<file path="src/rtl/cac_tx_sequencer_pkg.sv">
// Shared definitions for the CAC transmit sequencer: state encoding and
// Fibonacci/FNS constants for the 6-bit crosstalk-avoidance coder.
package cac_tx_sequencer_pkg;

    typedef enum logic [1:0] {
        INIT = 2'd0,
        IDLE = 2'd1,
        SEND = 2'd2
    } state_e;

    localparam int FNS_INIT_STEPS = 4;
    localparam int FNS_STEP_W     = $clog2(FNS_INIT_STEPS);
    // F(8): number of distinct values a 6-bit FNS codeword can represent.
    localparam int F8             = 21;
    // Minimum weight width able to hold FNS06 = 8.
    localparam int FNSLEN_06      = 4;

endpackage

</file>
<file path="src/rtl/cac_tx_sequencer_if.sv">
// Payload handshake, coder-facing signals and status of the CAC transmit sequencer.
interface cac_tx_sequencer_if #(
    parameter int BLEN   = 4,
    parameter int CHUNKS = 4,
    parameter int FNSLEN = 5
);
    logic [CHUNKS*BLEN-1:0] in_data;
    logic                   in_valid;
    logic                   in_ready;
    logic [BLEN-1:0]        coder_datain;
    logic [FNSLEN-1:0]      fns02;
    logic [FNSLEN-1:0]      fns03;
    logic [FNSLEN-1:0]      fns04;
    logic [FNSLEN-1:0]      fns05;
    logic [FNSLEN-1:0]      fns06;
    logic [5:0]             coder_codeout;
    logic [5:0]             code_out;
    logic                   code_valid;
    logic                   code_last;
    logic                   busy;

    modport master (
        input  in_data, in_valid, coder_codeout,
        output in_ready, coder_datain, fns02, fns03, fns04, fns05, fns06,
               code_out, code_valid, code_last, busy
    );

    modport slave (
        output in_data, in_valid, coder_codeout,
        input  in_ready, coder_datain, fns02, fns03, fns04, fns05, fns06,
               code_out, code_valid, code_last, busy
    );
endinterface

</file>
<file path="src/rtl/cac_fns_gen.sv">
// Generates the FNS weight table FNS03..FNS06 one entry per cycle after reset;
// done_o marks the cycle in which the last weight is written.
module cac_fns_gen
    import cac_tx_sequencer_pkg::*;
#(
    parameter int FNSLEN = 5
) (
    input  logic              clk_i,
    input  logic              rst_i,
    output logic [FNSLEN-1:0] fns02_o,
    output logic [FNSLEN-1:0] fns03_o,
    output logic [FNSLEN-1:0] fns04_o,
    output logic [FNSLEN-1:0] fns05_o,
    output logic [FNSLEN-1:0] fns06_o,
    output logic              done_o
);
    localparam logic [FNSLEN-1:0]     FNS01     = FNSLEN'(1);
    localparam logic [FNS_STEP_W-1:0] STEP_LAST = FNS_STEP_W'(FNS_INIT_STEPS - 1);

    logic [FNS_STEP_W-1:0] step_q, step_d;
    logic                  run_q, run_d;
    logic [FNSLEN-1:0]     fns03_q, fns03_d;
    logic [FNSLEN-1:0]     fns04_q, fns04_d;
    logic [FNSLEN-1:0]     fns05_q, fns05_d;
    logic [FNSLEN-1:0]     fns06_q, fns06_d;

    always_comb begin
        step_d  = step_q;
        run_d   = run_q;
        fns03_d = fns03_q;
        fns04_d = fns04_q;
        fns05_d = fns05_q;
        fns06_d = fns06_q;
        if (run_q) begin
            unique case (step_q)
                2'd0:    fns03_d = fns02_o + FNS01;
                2'd1:    fns04_d = fns03_q + fns02_o;
                2'd2:    fns05_d = fns04_q + fns03_q;
                default: fns06_d = fns05_q + fns04_q;
            endcase
            step_d = step_q + FNS_STEP_W'(1);
            run_d  = (step_q != STEP_LAST);
        end
    end

    always_ff @(posedge clk_i) begin
        if (rst_i) begin
            step_q  <= '0;
            run_q   <= 1'b1;
            fns03_q <= '0;
            fns04_q <= '0;
            fns05_q <= '0;
            fns06_q <= '0;
        end else begin
            step_q  <= step_d;
            run_q   <= run_d;
            fns03_q <= fns03_d;
            fns04_q <= fns04_d;
            fns05_q <= fns05_d;
            fns06_q <= fns06_d;
        end
    end

    assign fns02_o = FNSLEN'(1);
    assign fns03_o = fns03_q;
    assign fns04_o = fns04_q;
    assign fns05_o = fns05_q;
    assign fns06_o = fns06_q;
    assign done_o  = run_q && (step_q == STEP_LAST);

endmodule

</file>
<file path="src/rtl/cac_tx_sequencer.sv">
// Feeds the 6-bit CAC coder: builds its weight table, slices payload words into
// BLEN-bit chunks and flags the coder's registered codewords with valid/last.
module cac_tx_sequencer
    import cac_tx_sequencer_pkg::*;
#(
    parameter int BLEN   = 4,
    parameter int CHUNKS = 4,
    parameter int FNSLEN = 5
) (
    input  logic                 clock_i,
    input  logic                 reset_i,
    cac_tx_sequencer_if.master   bus
);
    localparam int            PW   = CHUNKS * BLEN;
    localparam int            IW   = (CHUNKS > 1) ? $clog2(CHUNKS) : 1;
    localparam logic [IW-1:0] LAST = IW'(CHUNKS - 1);

    if ((1 << BLEN) > F8) begin : g_blen_check
        $error("BLEN too wide for a 6-bit FNS codeword");
    end
    if (FNSLEN < FNSLEN_06) begin : g_fnslen_check
        $error("FNSLEN too narrow for the FNS06 weight");
    end

    state_e            state_q, state_d;
    logic [IW-1:0]     cnt_q, cnt_d;
    logic [BLEN-1:0]   datain_q, datain_d;
    logic [PW-1:0]     shreg_q, shreg_d;
    logic              issue_v_q, issue_v_d;
    logic              issue_last_q, issue_last_d;
    logic              code_valid_q, code_last_q;
    logic              in_ready;
    logic              fns_done;
    logic [FNSLEN-1:0] fns02, fns03, fns04, fns05, fns06;

    cac_fns_gen #(.FNSLEN(FNSLEN)) u_fns_gen (
        .clk_i   (clock_i),
        .rst_i   (reset_i),
        .fns02_o (fns02),
        .fns03_o (fns03),
        .fns04_o (fns04),
        .fns05_o (fns05),
        .fns06_o (fns06),
        .done_o  (fns_done)
    );

    // datain_q always holds the chunk the coder samples next; in_ready opens only
    // once the final chunk is on the bus, so a new word can follow without a gap.
    always_comb begin
        state_d      = state_q;
        cnt_d        = cnt_q;
        datain_d     = datain_q;
        shreg_d      = shreg_q;
        issue_v_d    = 1'b0;
        issue_last_d = 1'b0;
        in_ready     = 1'b0;
        unique case (state_q)
            INIT: begin
                datain_d = '0;
                if (fns_done) state_d = IDLE;
            end
            IDLE: begin
                in_ready = 1'b1;
                datain_d = '0;
            end
            SEND: begin
                if (cnt_q == LAST) begin
                    in_ready = 1'b1;
                    datain_d = '0;
                    state_d  = IDLE;
                end else begin
                    cnt_d        = cnt_q + IW'(1);
                    datain_d     = shreg_q[BLEN-1:0];
                    shreg_d      = shreg_q >> BLEN;
                    issue_v_d    = 1'b1;
                    issue_last_d = (cnt_d == LAST);
                end
            end
            default: state_d = INIT;
        endcase
        if (in_ready && bus.in_valid) begin
            state_d      = SEND;
            cnt_d        = '0;
            datain_d     = bus.in_data[BLEN-1:0];
            shreg_d      = bus.in_data >> BLEN;
            issue_v_d    = 1'b1;
            issue_last_d = (CHUNKS == 1);
        end
    end

    always_ff @(posedge clock_i) begin
        if (reset_i) begin
            state_q      <= INIT;
            cnt_q        <= '0;
            datain_q     <= '0;
            issue_v_q    <= 1'b0;
            issue_last_q <= 1'b0;
            code_valid_q <= 1'b0;
            code_last_q  <= 1'b0;
        end else begin
            state_q      <= state_d;
            cnt_q        <= cnt_d;
            datain_q     <= datain_d;
            issue_v_q    <= issue_v_d;
            issue_last_q <= issue_last_d;
            code_valid_q <= issue_v_q;
            code_last_q  <= issue_last_q;
        end
    end

    always_ff @(posedge clock_i) begin
        shreg_q <= shreg_d;
    end

    assign bus.in_ready     = in_ready;
    assign bus.coder_datain = datain_q;
    assign bus.fns02        = fns02;
    assign bus.fns03        = fns03;
    assign bus.fns04        = fns04;
    assign bus.fns05        = fns05;
    assign bus.fns06        = fns06;
    assign bus.code_out     = bus.coder_codeout;
    assign bus.code_valid   = code_valid_q;
    assign bus.code_last    = code_last_q;
    assign bus.busy         = (state_q != IDLE);

endmodule

</file>
<file path="src/flat_wrapper.sv">
// flat-port wrapper written by rule: the top's interface ports become plain ports
module cac_tx_sequencer_flat import cac_tx_sequencer_pkg::*;
#(
    parameter int BLEN   = 4,
    parameter int CHUNKS = 4,
    parameter int FNSLEN = 5
)
  (clock_i, reset_i, bus_in_data, bus_in_valid, bus_coder_codeout, bus_in_ready, bus_coder_datain, bus_fns02, bus_fns03, bus_fns04, bus_fns05, bus_fns06, bus_code_out, bus_code_valid, bus_code_last, bus_busy);
  cac_tx_sequencer_if #(.BLEN(BLEN), .CHUNKS(CHUNKS), .FNSLEN(FNSLEN)) bus_i ();
  input  logic clock_i;
  input  logic reset_i;
  input wire logic [$bits(bus_i.in_data)-1:0] bus_in_data;
  input wire logic [$bits(bus_i.in_valid)-1:0] bus_in_valid;
  input wire logic [$bits(bus_i.coder_codeout)-1:0] bus_coder_codeout;
  output wire logic [$bits(bus_i.in_ready)-1:0] bus_in_ready;
  output wire logic [$bits(bus_i.coder_datain)-1:0] bus_coder_datain;
  output wire logic [$bits(bus_i.fns02)-1:0] bus_fns02;
  output wire logic [$bits(bus_i.fns03)-1:0] bus_fns03;
  output wire logic [$bits(bus_i.fns04)-1:0] bus_fns04;
  output wire logic [$bits(bus_i.fns05)-1:0] bus_fns05;
  output wire logic [$bits(bus_i.fns06)-1:0] bus_fns06;
  output wire logic [$bits(bus_i.code_out)-1:0] bus_code_out;
  output wire logic [$bits(bus_i.code_valid)-1:0] bus_code_valid;
  output wire logic [$bits(bus_i.code_last)-1:0] bus_code_last;
  output wire logic [$bits(bus_i.busy)-1:0] bus_busy;
  assign bus_i.in_data = bus_in_data;
  assign bus_i.in_valid = bus_in_valid;
  assign bus_i.coder_codeout = bus_coder_codeout;
  assign bus_in_ready = bus_i.in_ready;
  assign bus_coder_datain = bus_i.coder_datain;
  assign bus_fns02 = bus_i.fns02;
  assign bus_fns03 = bus_i.fns03;
  assign bus_fns04 = bus_i.fns04;
  assign bus_fns05 = bus_i.fns05;
  assign bus_fns06 = bus_i.fns06;
  assign bus_code_out = bus_i.code_out;
  assign bus_code_valid = bus_i.code_valid;
  assign bus_code_last = bus_i.code_last;
  assign bus_busy = bus_i.busy;
  cac_tx_sequencer #(.BLEN(BLEN), .CHUNKS(CHUNKS), .FNSLEN(FNSLEN)) u_core (.clock_i(clock_i), .reset_i(reset_i), .bus(bus_i));
endmodule
</file>
<file path="config.mk">
export PLATFORM = sky130hd
export DESIGN_NAME = cac_tx_sequencer_flat
export DESIGN_NICKNAME = d
export VERILOG_FILES = /design/src/rtl/cac_tx_sequencer_pkg.sv /design/src/rtl/cac_tx_sequencer_if.sv /design/src/rtl/cac_fns_gen.sv /design/src/rtl/cac_tx_sequencer.sv /design/src/flat_wrapper.sv
export SDC_FILE = /design/constraint.sdc
export NUM_CORES = 1
export LEC_CHECK = 0
export CORE_ASPECT_RATIO = 0.6
export CORE_MARGIN = 4
export CORE_UTILIZATION = 49
export DETAILED_ROUTE_END_ITERATION = 10
export GPL_TIMING_DRIVEN = 0
export PLACE_DENSITY = 0.85
export SLEW_MARGIN = 20
export SYNTH_ARGS = -nofsm -noshare
export SYNTH_HDL_FRONTEND = slang
export SYNTH_SLANG_ARGS = --single-unit
</file>
<file path="constraint.sdc">
create_clock -name clock_i -period 4 [get_ports clock_i]
set_input_delay 0.4 -clock clock_i [delete_from_list [all_inputs] [get_ports clock_i]]
set_output_delay 0.4 -clock clock_i [all_outputs]
set_load 0.005 [all_outputs]
</file>
==> results.json, run 1 <==
{
  "synth-edff-count": 12,
  "switching_share_pct": 28.5,
  "switchingPower_uw": 259,
  "die_h_um": 56.1,
  "syn2layout_area_growth_pct": 32.2,
  "place_ws_ns": 1.90,
  "tightest_slew_ns": 0.504,
  "nFillCells": 292,
  "diodes": 0,
  "required_ns": 3.60,
  "hp-class": "flop to flop",
  "path_class": "flop to output port",
  "setup_slack_ns": 1.59,
  "hold_viol": 0,
  "root_buffer": "clkbuf_8",
  "met3_wirelength_um": 293,
  "grt_pass1_wl_um": 6090,
  "clkSinkCount": 37,
  "yosysUniqueCellTypes": 35,
  "ys_seq_area_share_pct": 45.5,
  "mostFrequentLayoutCells": "clkdlybuf4s50_1 (42), dfxtp_1 (25), buf_4 (24), conb_1 (15), ha_1 (14)",
  "clk_path_buf_depth": 2,
  "htreeDepth": 2,
  "finalSetupViolCount": 0,
  "status": "finished clean",
  "finalCriticalPeriod_ns": 2.41,
  "drt_first_pass_iters": 4,
  "route.met2.wl_um": 1670,
  "drive_gt1_share_pct": 18.8,
  "clkLatencyLatePin_ns": 0.29,
  "ant_nets": 0,
  "yosys.area.top_type_share_pct": 26.4,
  "hpwlAfterDp_um": 2890,
  "io_buffers": 42,
  "syn_avg_cell_area_um2": 10.4,
  "ir_worst_vdd_mv": 0.179,
  "grt_start_max_net_pins": 13,
  "cts_tree": "yes",
  "synth.largest_area_cell": "dfxtp_1",
  "start_kind": "flop",
  "grt-ovfl-total": 0,
  "cap_violations": 0,
  "dr.max_layer_used": "met4",
  "tns_ns": 0,
  "fmax_mhz": 414,
  "core_area_mm2": 0.00370,
  "synth-main-ff-cell": "dfxtp_1",
  "vias": 1402,
  "cts_resized": 0,
  "rsz0062_at_grt": "no",
  "worstPathArrival_ns": 2.01,
  "drtIter0Drc": 105,
  "antenna_found_initial": 0,
  "drcViolationCount": 0,
  "start_util_pct": 51.1,
  "hold-worst-slack_ns": 0.442,
  "place.gp.congestion": 0.807,
  "async_reset_ff_share_pct": 0,
  "worstSetupEndpointType": "output port",
  "power.internal_uw": 649,
  "ys_ff_latch": 37,
  "final_common_cell": "clkdlybuf4s50_1",
  "worstPathMaxFanout": 10,
  "ioPinCount": 64,
  "rows": 17,
  "numCtsBuffers": 5,
  "slew_headroom_pct": 66.4,
  "routed_wl_um": 3780,
  "synthTopCellsByArea": "dfxtp_1 (26%), edfxtp_1 (19%), buf_4 (9.5%), ha_1 (9.3%), mux2_4 (4.8%)",
  "ctsHoldBuffers": 0,
  "grt_usage_pct": 16.1,
  "skew_ns": 0.00913,
  "fin_crit_sh_pct": 60.3,
  "met1_length_um": 1780,
  "p_leak_uw": 0.00106,
  "postCtsSetupRepairBufs": 0,
  "post_drt_wl_per_cell_um": 12.9,
  "fin_nets": 284,
  "synthCells": 182,
  "grt_pass1_vias": 1245,
  "clk_pin_slew_ns": 0.06,
  "syn_area_mm2": 0.00189,
  "final_max_slew_viol_count": 0,
  "dieArea_mm2": 0.00495,
  "comb_power_share_pct": 25.0,
  "die_w_um": 88.2,
  "vias_per_cell": 4.80,
  "p_per_area_mw_per_mm2": 363,
  "ys_warn_count": 0,
  "power_frac_seq_pct": 47.6,
  "power_frac_clock_pct": 27.3
}
==> registers in the layout, summed over array words and instances, names as in the netlist <==
| register | cells |
|---|---|
| u_core.cnt_q | 2 |
| u_core.u_fns_gen.fns05_o | 3 |
| u_core.bus.coder_datain | 4 |
| u_core.shreg_q | 12 |
| u_core.bus.code_last | 1 |
| u_core.u_fns_gen.step_q | 2 |
| u_core.u_fns_gen.fns04_o | 2 |
| u_core.state_q | 2 |
| u_core.issue_v_q | 1 |
| u_core.u_fns_gen.run_q | 1 |
| u_core.u_fns_gen.fns06_o | 4 |
| u_core.u_fns_gen.fns03_o | 1 |
| u_core.bus.code_valid | 1 |
| u_core.issue_last_q | 1 |
==> worst paths after layout <==
path / end / start / cells after the start / slack (ns)
worst max-delay path: bus_in_ready / u_core.state_q[0]$_SDFFE_PP0P_ / 6 / 1.59
worst max register to register: u_core.shreg_q[7]$_DFFE_PP_ / u_core.state_q[0]$_SDFFE_PP0P_ / 6 / 2.01
worst min register to register: u_core.bus.code_last$_SDFF_PP0_ / u_core.issue_last_q$_SDFF_PP0_ / 1 / 0.44
worst min-delay path: u_core.bus.code_last$_SDFF_PP0_ / u_core.issue_last_q$_SDFF_PP0_ / 1 / 0.44
==> cell type report <==
class                   count  area (um2)  area share, %
inverters                  12        45.0           1.80
well taps                  47        58.8           2.35
clock inverters             1        5.00          0.200
multi-input cells         116         823           32.9
plain buffers              30         213           8.50
repair buffers             42         420           16.8
clock buffers               7        76.3           3.05
flip-flops and latches     37         861           34.4
==> Yosys cell counts, drive strengths merged (4+ instances only) <==
library cell and count:
ha 14, a31oi 5, and3 4, nor2 7, dfxtp 25, nand3 12
nor3 4, nand2 11, a221oi 4, mux2 8, buf 28, a21oi 13
edfxtp 12, inv 12
==> per-stage QoR <==
step | cells | area, um2 | util (%) | total power [uW]
CTS | 292 | 2500 | 67.6 | 911
floorplan | 195 | 1940 | - | 574
detailed placement | 284 | 2420 | 65.4 | 662
finish | 292 | 2500 | 67.6 | 907
global placement | 284 | 2420 | 65.4 | 658
global route | 292 | 2500 | 67.6 | 960
==> worst max-delay path, cell delays in order (launching register included) <==
cell,delay [ns]
dfxtp_1,0.39
inv_1,0.08
ha_1,0.24
a21o_1,0.22
buf_4,0.19
and2_1,0.16
clkdlybuf4s50_1,0.44
==> per-layer routing <==
layer  global-route usage, %  vias up
met3                    4.73        4
met5                       0        -
met1                    23.5      637
met2                    22.4       53
li1                        -      708
met4                    5.82        0
==> power by group through the flow <==
stage	clock (uW)	sequential, uW	combinational, uW
detailed placement	0	440	222
floorplan	0	436	138
global route	272	435	253
CTS	253	432	226
global placement	0	439	218
finish	248	432	227
==> cell families (layout without fill, tap and decap cells) <==
| group | Yosys count | after routing | share of synthesized area (%) |
|---|---|---|---|
| AO/OA/AOI/OAI | 27 | 27 | 9.52 |
| multiplexers | 9 | 9 | 6.48 |
| other | 2 | 15 | 0.397 |
| flip-flops | 37 | 37 | 45.5 |
| buffers and inverters | 42 | 92 | 13.6 |
| AND/OR/NAND/NOR | 47 | 47 | 12.8 |
| adder cells (fa/ha/maj) | 15 | 15 | 10.3 |
| XOR/XNOR | 3 | 3 | 1.39 |
No activity file was read; power rests on OpenSTA's default activity.
==> run 2, diff against run 1 <==
- CORE_UTILIZATION: 49 -> 45
- PLACE_DENSITY: 0.85 -> 0.79
- clock period: 4 -> 2.4 ns (I/O delays scaled with it)
==> run 2 against run 1 <==
Net effect: sequential power is 67% higher; final cell count is 3.4% higher; global-route usage is 0.91 points lower; sequential share of layout area is 0.74 points lower; worst hold slack worse by 0.0022 ns; sequential cell count stayed put; largest cell class unchanged.
==> results.json, run 2 (same netlist as run 1, synthesis figures left out) <==
{
  "die_w_um": 91.7,
  "mostFrequentLayoutCells": "clkdlybuf4s50_1 (42), dfxtp_1 (25), buf_4 (24), conb_1 (15), ha_1 (14)",
  "rsz0062_at_grt": "no",
  "whs_path_depth": 1,
  "finalCriticalPeriod_ns": 2.25,
  "start_util_pct": 49.2,
  "multiInputGateArea_um2": 823,
  "p_leak_uw": 0.00108,
  "diodes": 0,
  "hold-worst-slack_ns": 0.440,
  "worstPathCellList": "inv_1 -> ha_1 -> a21o_1 -> buf_4 -> and2_1 -> clkdlybuf4s50_1",
  "grt_start_max_net_pins": 13,
  "worst_path_max_delay_cell": "clkdlybuf4s50_1",
  "post_drt_wl_per_cell_um": 12.8,
  "ctsHoldBuffers": 0,
  "clk_path_buf_depth": 2,
  "routed_wl_um": 3870,
  "cts_resized": 0,
  "dieArea_mm2": 0.00534,
  "grt_usage_pct": 15.2,
  "rows": 17,
  "drtIter0Drc": 62,
  "syn2layout_area_growth_pct": 35.1,
  "reg2reg_to": "u_core.shreg_q[4]$_DFFE_PP_",
  "clk_pin_slew_ns": 0.08,
  "regMostFlops": "u_core.shreg_q",
  "finalSetupViolCount": 0,
  "largest_reg_flops": 12,
  "hpwlAfterDp_um": 2960,
  "r2r_start": "u_core.state_q[0]$_SDFFE_PP0P_",
  "final_common_cell": "clkdlybuf4s50_1",
  "r2r_slack_ns": 0.36,
  "worst_path_largest_cell_delay_ns": 0.44,
  "fin_crit_sh_pct": 93.6,
  "hp-class": "flop to flop",
  "die_h_um": 58.2,
  "drt_first_pass_iters": 4,
  "start_kind": "flop",
  "ff_latch_area_um2": 861,
  "worst-r2r-cell-count": 6,
  "root_buffer": "clkbuf_8",
  "hold-path-endpoint": "u_core.bus.code_valid$_SDFF_PP0_",
  "drcViolationCount": 0,
  "grt_pass1_wl_um": 6280,
  "p_per_area_mw_per_mm2": 647,
  "fmax_mhz": 445,
  "holdCritStartpoint": "u_core.issue_v_q$_SDFF_PP0_",
  "vias": 1411,
  "core_area_mm2": 0.00385,
  "final_core_util_pct": 66.4,
  "worstPathArrival_ns": 2.01,
  "skew_ns": 0.0103,
  "ioPinCount": 64,
  "numCtsBuffers": 5,
  "fin_nets": 284,
  "htreeDepth": 2,
  "nFillCells": 314,
  "status": "finished clean",
  "clkSinkCount": 37,
  "io_buffers": 42,
  "crit_family": "buffers and inverters",
  "grt_pass1_vias": 1369,
  "postCtsSetupRepairBufs": 0,
  "vias_per_cell": 4.67,
  "path_class": "flop to output port",
  "power_uw": 1660,
  "cp_num_buf_inv": 3,
  "worstSetupEndpointType": "output port",
  "antenna_found_initial": 0,
  "place.gp.congestion": 0.774,
  "ir_worst_vdd_mv": 0.267,
  "final_max_slew_viol_count": 0,
  "grt-ovfl-total": 0,
  "clkLatencyLatePin_ns": 0.30,
  "cap_violations": 0,
  "tns_ns": 0,
  "required_ns": 2.16,
  "worstPathMaxFanout": 10,
  "ant_nets": 0,
  "cts_tree": "yes",
  "hold_viol": 0,
  "drive_gt1_share_pct": 19.6
}
==> run 2: cell counts in the layout (fill, tap and decap cells not counted) <==
Identical to the previous run, type by type.
==> run 2: worst max path at each step <==
stage                                         from  depth (start not counted)  slack (ns)                              end
floorplan           u_core.state_q[0]$_SDFFE_PP0P_                          6        0.68      u_core.shreg_q[0]$_DFFE_PP_
global placement    u_core.state_q[0]$_SDFFE_PP0P_                          6        0.42  u_core.shreg_q[8]$_SDFFCE_PN0P_
detailed placement  u_core.state_q[0]$_SDFFE_PP0P_                          6        0.39      u_core.shreg_q[4]$_DFFE_PP_
CTS                 u_core.state_q[0]$_SDFFE_PP0P_                          6        0.15                     bus_in_ready
global route        u_core.state_q[0]$_SDFFE_PP0P_                          6        0.04                     bus_in_ready
finish              u_core.state_q[0]$_SDFFE_PP0P_                          6        0.15                     bus_in_ready
==> run 2: routing by layer <==
layer	vias up	share of wire, %	global-route usage (%)
met5	-	0	0
met3	7	7.6	4.93
met1	634	48	20.3
li1	708	-	-
met2	62	42	22.6
met4	0	1.6	6.98
==> run 2: layout make-up <==
cell class	instances	area share, %
Timing Repair Buffer	42	16.4
Clock buffer	7	4.65
Multi-Input combinational cell	116	32.2
Buffer	30	8.32
Tap cell	57	2.79
Sequential cell	37	33.7
Clock inverter	1	0.196
Inverter	12	1.76
==> run 2: per-stage QoR <==
stage	instance area (um2)	setup slack [ns]	std cells
floorplan	1940	0.683	195
global placement	2430	0.425	294
detailed placement	2430	0.392	294
CTS	2560	0.146	302
global route	2560	0.0436	302
finish	2560	0.153	302
==> run 2: power by group <==
part | switching, uW | internal (uW) | total (uW) | leakage, uW
clock | 229 | 329 | 559 | 0.0000645
sequential | 38.0 | 683 | 721 | 0.000316
combinational | 181 | 196 | 377 | 0.000698
==> run 3, diff against run 2 <==
- CORE_MARGIN: 4 -> not set
- GPL_TIMING_DRIVEN: 0 -> not set
==> run 3 against run 2 <==
Net effect: global-route usage up 0.71 points; cell area down 12%; clock skew down 0.0047 ns; critical path type unchanged; critical endpoint unchanged; largest cell class unchanged.
==> results.json, run 3 (same netlist as run 1, synthesis figures left out) <==
{
  "worstSetupEndpointType": "output port",
  "ant_nets": 0,
  "p_per_area_mw_per_mm2": 640,
  "regMostFlops": "u_core.shreg_q",
  "routed_wl_um": 3200,
  "fin_nets": 250,
  "status": "finished clean",
  "clkLatencyLatePin_ns": 0.28,
  "ioPinCount": 64,
  "fin_crit_sh_pct": 92.2,
  "die_w_um": 85.7,
  "whs_path_depth": 1,
  "drive_gt1_share_pct": 10.4,
  "setup_slack_ns": 0.186,
  "ff_latch_area_um2": 861,
  "p_leak_uw": 0.000902,
  "post_dp_cell_area_mm2": 0.00218,
  "grt_pass1_vias": 1111,
  "stdcell_area_mm2": 0.00226,
  "clk_path_buf_depth": 2,
  "hpwlAfterDp_um": 2450,
  "grt-ovfl-total": 0,
  "numCtsBuffers": 5,
  "root_buffer": "clkbuf_8",
  "gr-usage-met3_pct": 5.83,
  "place.gp.congestion": 0.755,
  "required_ns": 2.16,
  "power_frac_clock_pct": 28.4,
  "fmax_mhz": 452,
  "cap_violations": 0,
  "power.internal_uw": 1040,
  "grt_start_max_net_pins": 22,
  "htreeDepth": 2,
  "grt_usage_pct": 15.9,
  "grt_use_met2_pct": 23.6,
  "postCtsSetupRepairBufs": 0,
  "grt_pass1_wl_um": 5180,
  "path_class": "flop to output port",
  "clkSinkCount": 37,
  "tightest_slew_ns": 0.796,
  "drtIter0Drc": 57,
  "ctsHoldBuffers": 0,
  "worstPathArrival_ns": 1.97,
  "rows": 17,
  "start_util_pct": 49.2,
  "comb_power_share_pct": 21.7,
  "worst-r2r-cell-count": 5,
  "die_h_um": 52.2,
  "core_area_mm2": 0.00385,
  "mostFrequentLayoutCells": "clkdlybuf4s50_1 (36), dfxtp_1 (25), conb_1 (15), ha_1 (14), a21oi_1 (13)",
  "drcViolationCount": 0,
  "final_common_cell": "clkdlybuf4s50_1",
  "diodes": 0,
  "slew_headroom_pct": 46.8,
  "place_ws_ns": 0.325,
  "largest_reg_flops": 12,
  "met1_usage_pct": 21.7,
  "hp-class": "flop to flop",
  "skew_ns": 0.00555,
  "drt_first_pass_iters": 4,
  "dieArea_mm2": 0.00448,
  "multiInputGateArea_um2": 823,
  "hold_viol": 0,
  "ir_worst_vdd_mv": 0.291,
  "vias": 1244,
  "switching_share_pct": 28.3,
  "final_max_slew_viol_count": 0,
  "switchingPower_uw": 409,
  "rsz0062_at_grt": "no",
  "finalSetupViolCount": 0,
  "vias_per_cell": 4.64,
  "antenna_found_initial": 0,
  "clk_pin_slew_ns": 0.07,
  "power_frac_seq_pct": 49.9,
  "worstPathMaxFanout": 12,
  "start_kind": "flop",
  "cts_tree": "yes",
  "finalCriticalPeriod_ns": 2.21,
  "post_drt_wl_per_cell_um": 11.9,
  "tns_ns": 0,
  "syn2layout_area_growth_pct": 19.3,
  "cts_resized": 0,
  "top_usage_layer": "met2",
  "io_buffers": 36,
  "nFillCells": 344
}
[run 3: final cells by class]
cell class              instances  area share (%)
flip-flops and latches         37            38.1
repair buffers                 38            16.6
clock buffers                   6            3.21
multi-input cells             116            36.5
clock inverters                 2           0.443
inverters                      12            1.99
well taps                      57            3.16
[run 3: power groups by stage]
stage / Sequential [uW] / Clock, uW / Combinational (uW)
final: 721 / 411 / 313
after global routing: 727 / 445 / 351
after CTS: 721 / 421 / 314
after detailed placement: 735 / 0 / 312
after global placement: 732 / 0 / 306
after floorplan: 727 / 0 / 230
[run 3: path summary, 6_finish.rpt]
check | from | to | slack, ns
min reg2reg | u_core.issue_last_q$_SDFF_PP0_ | u_core.bus.code_last$_SDFF_PP0_ | 0.44
min | u_core.issue_last_q$_SDFF_PP0_ | u_core.bus.code_last$_SDFF_PP0_ | 0.44
max | u_core.state_q[0]$_SDFFE_PP0P_ | bus_in_ready | 0.19
max reg2reg | u_core.state_q[0]$_SDFFE_PP0P_ | u_core.shreg_q[4]$_DFFE_PP_ | 0.31
[run 3: per-stage QoR]
stage	std cells	utilization, %	hold slack (ns)	power [uW]
2_1_floorplan	195	-	0.311	957
3_3_place_gp	260	56.5	0.427	1040
3_5_place_dp	260	56.5	0.434	1050
4_1_cts	268	58.7	0.444	1460
5_1_grt	268	58.7	0.455	1520
6_report	268	58.7	0.438	1440
[run 3: critical path: stages (launching register included)]
cell             delay [ns]
dfxtp_1                0.35
inv_1                  0.10
ha_1                   0.20
a21o_1                 0.33
and2_1                 0.20
clkdlybuf4s50_1        0.51
[run 3: metal layers]
layer	vias up	wire length (um)	share of wire (%)
li1	642	-	-
met1	554	1620	51
met2	44	1340	42
met3	4	207	6.5
met4	0	35	1.1
met5	-	0	0
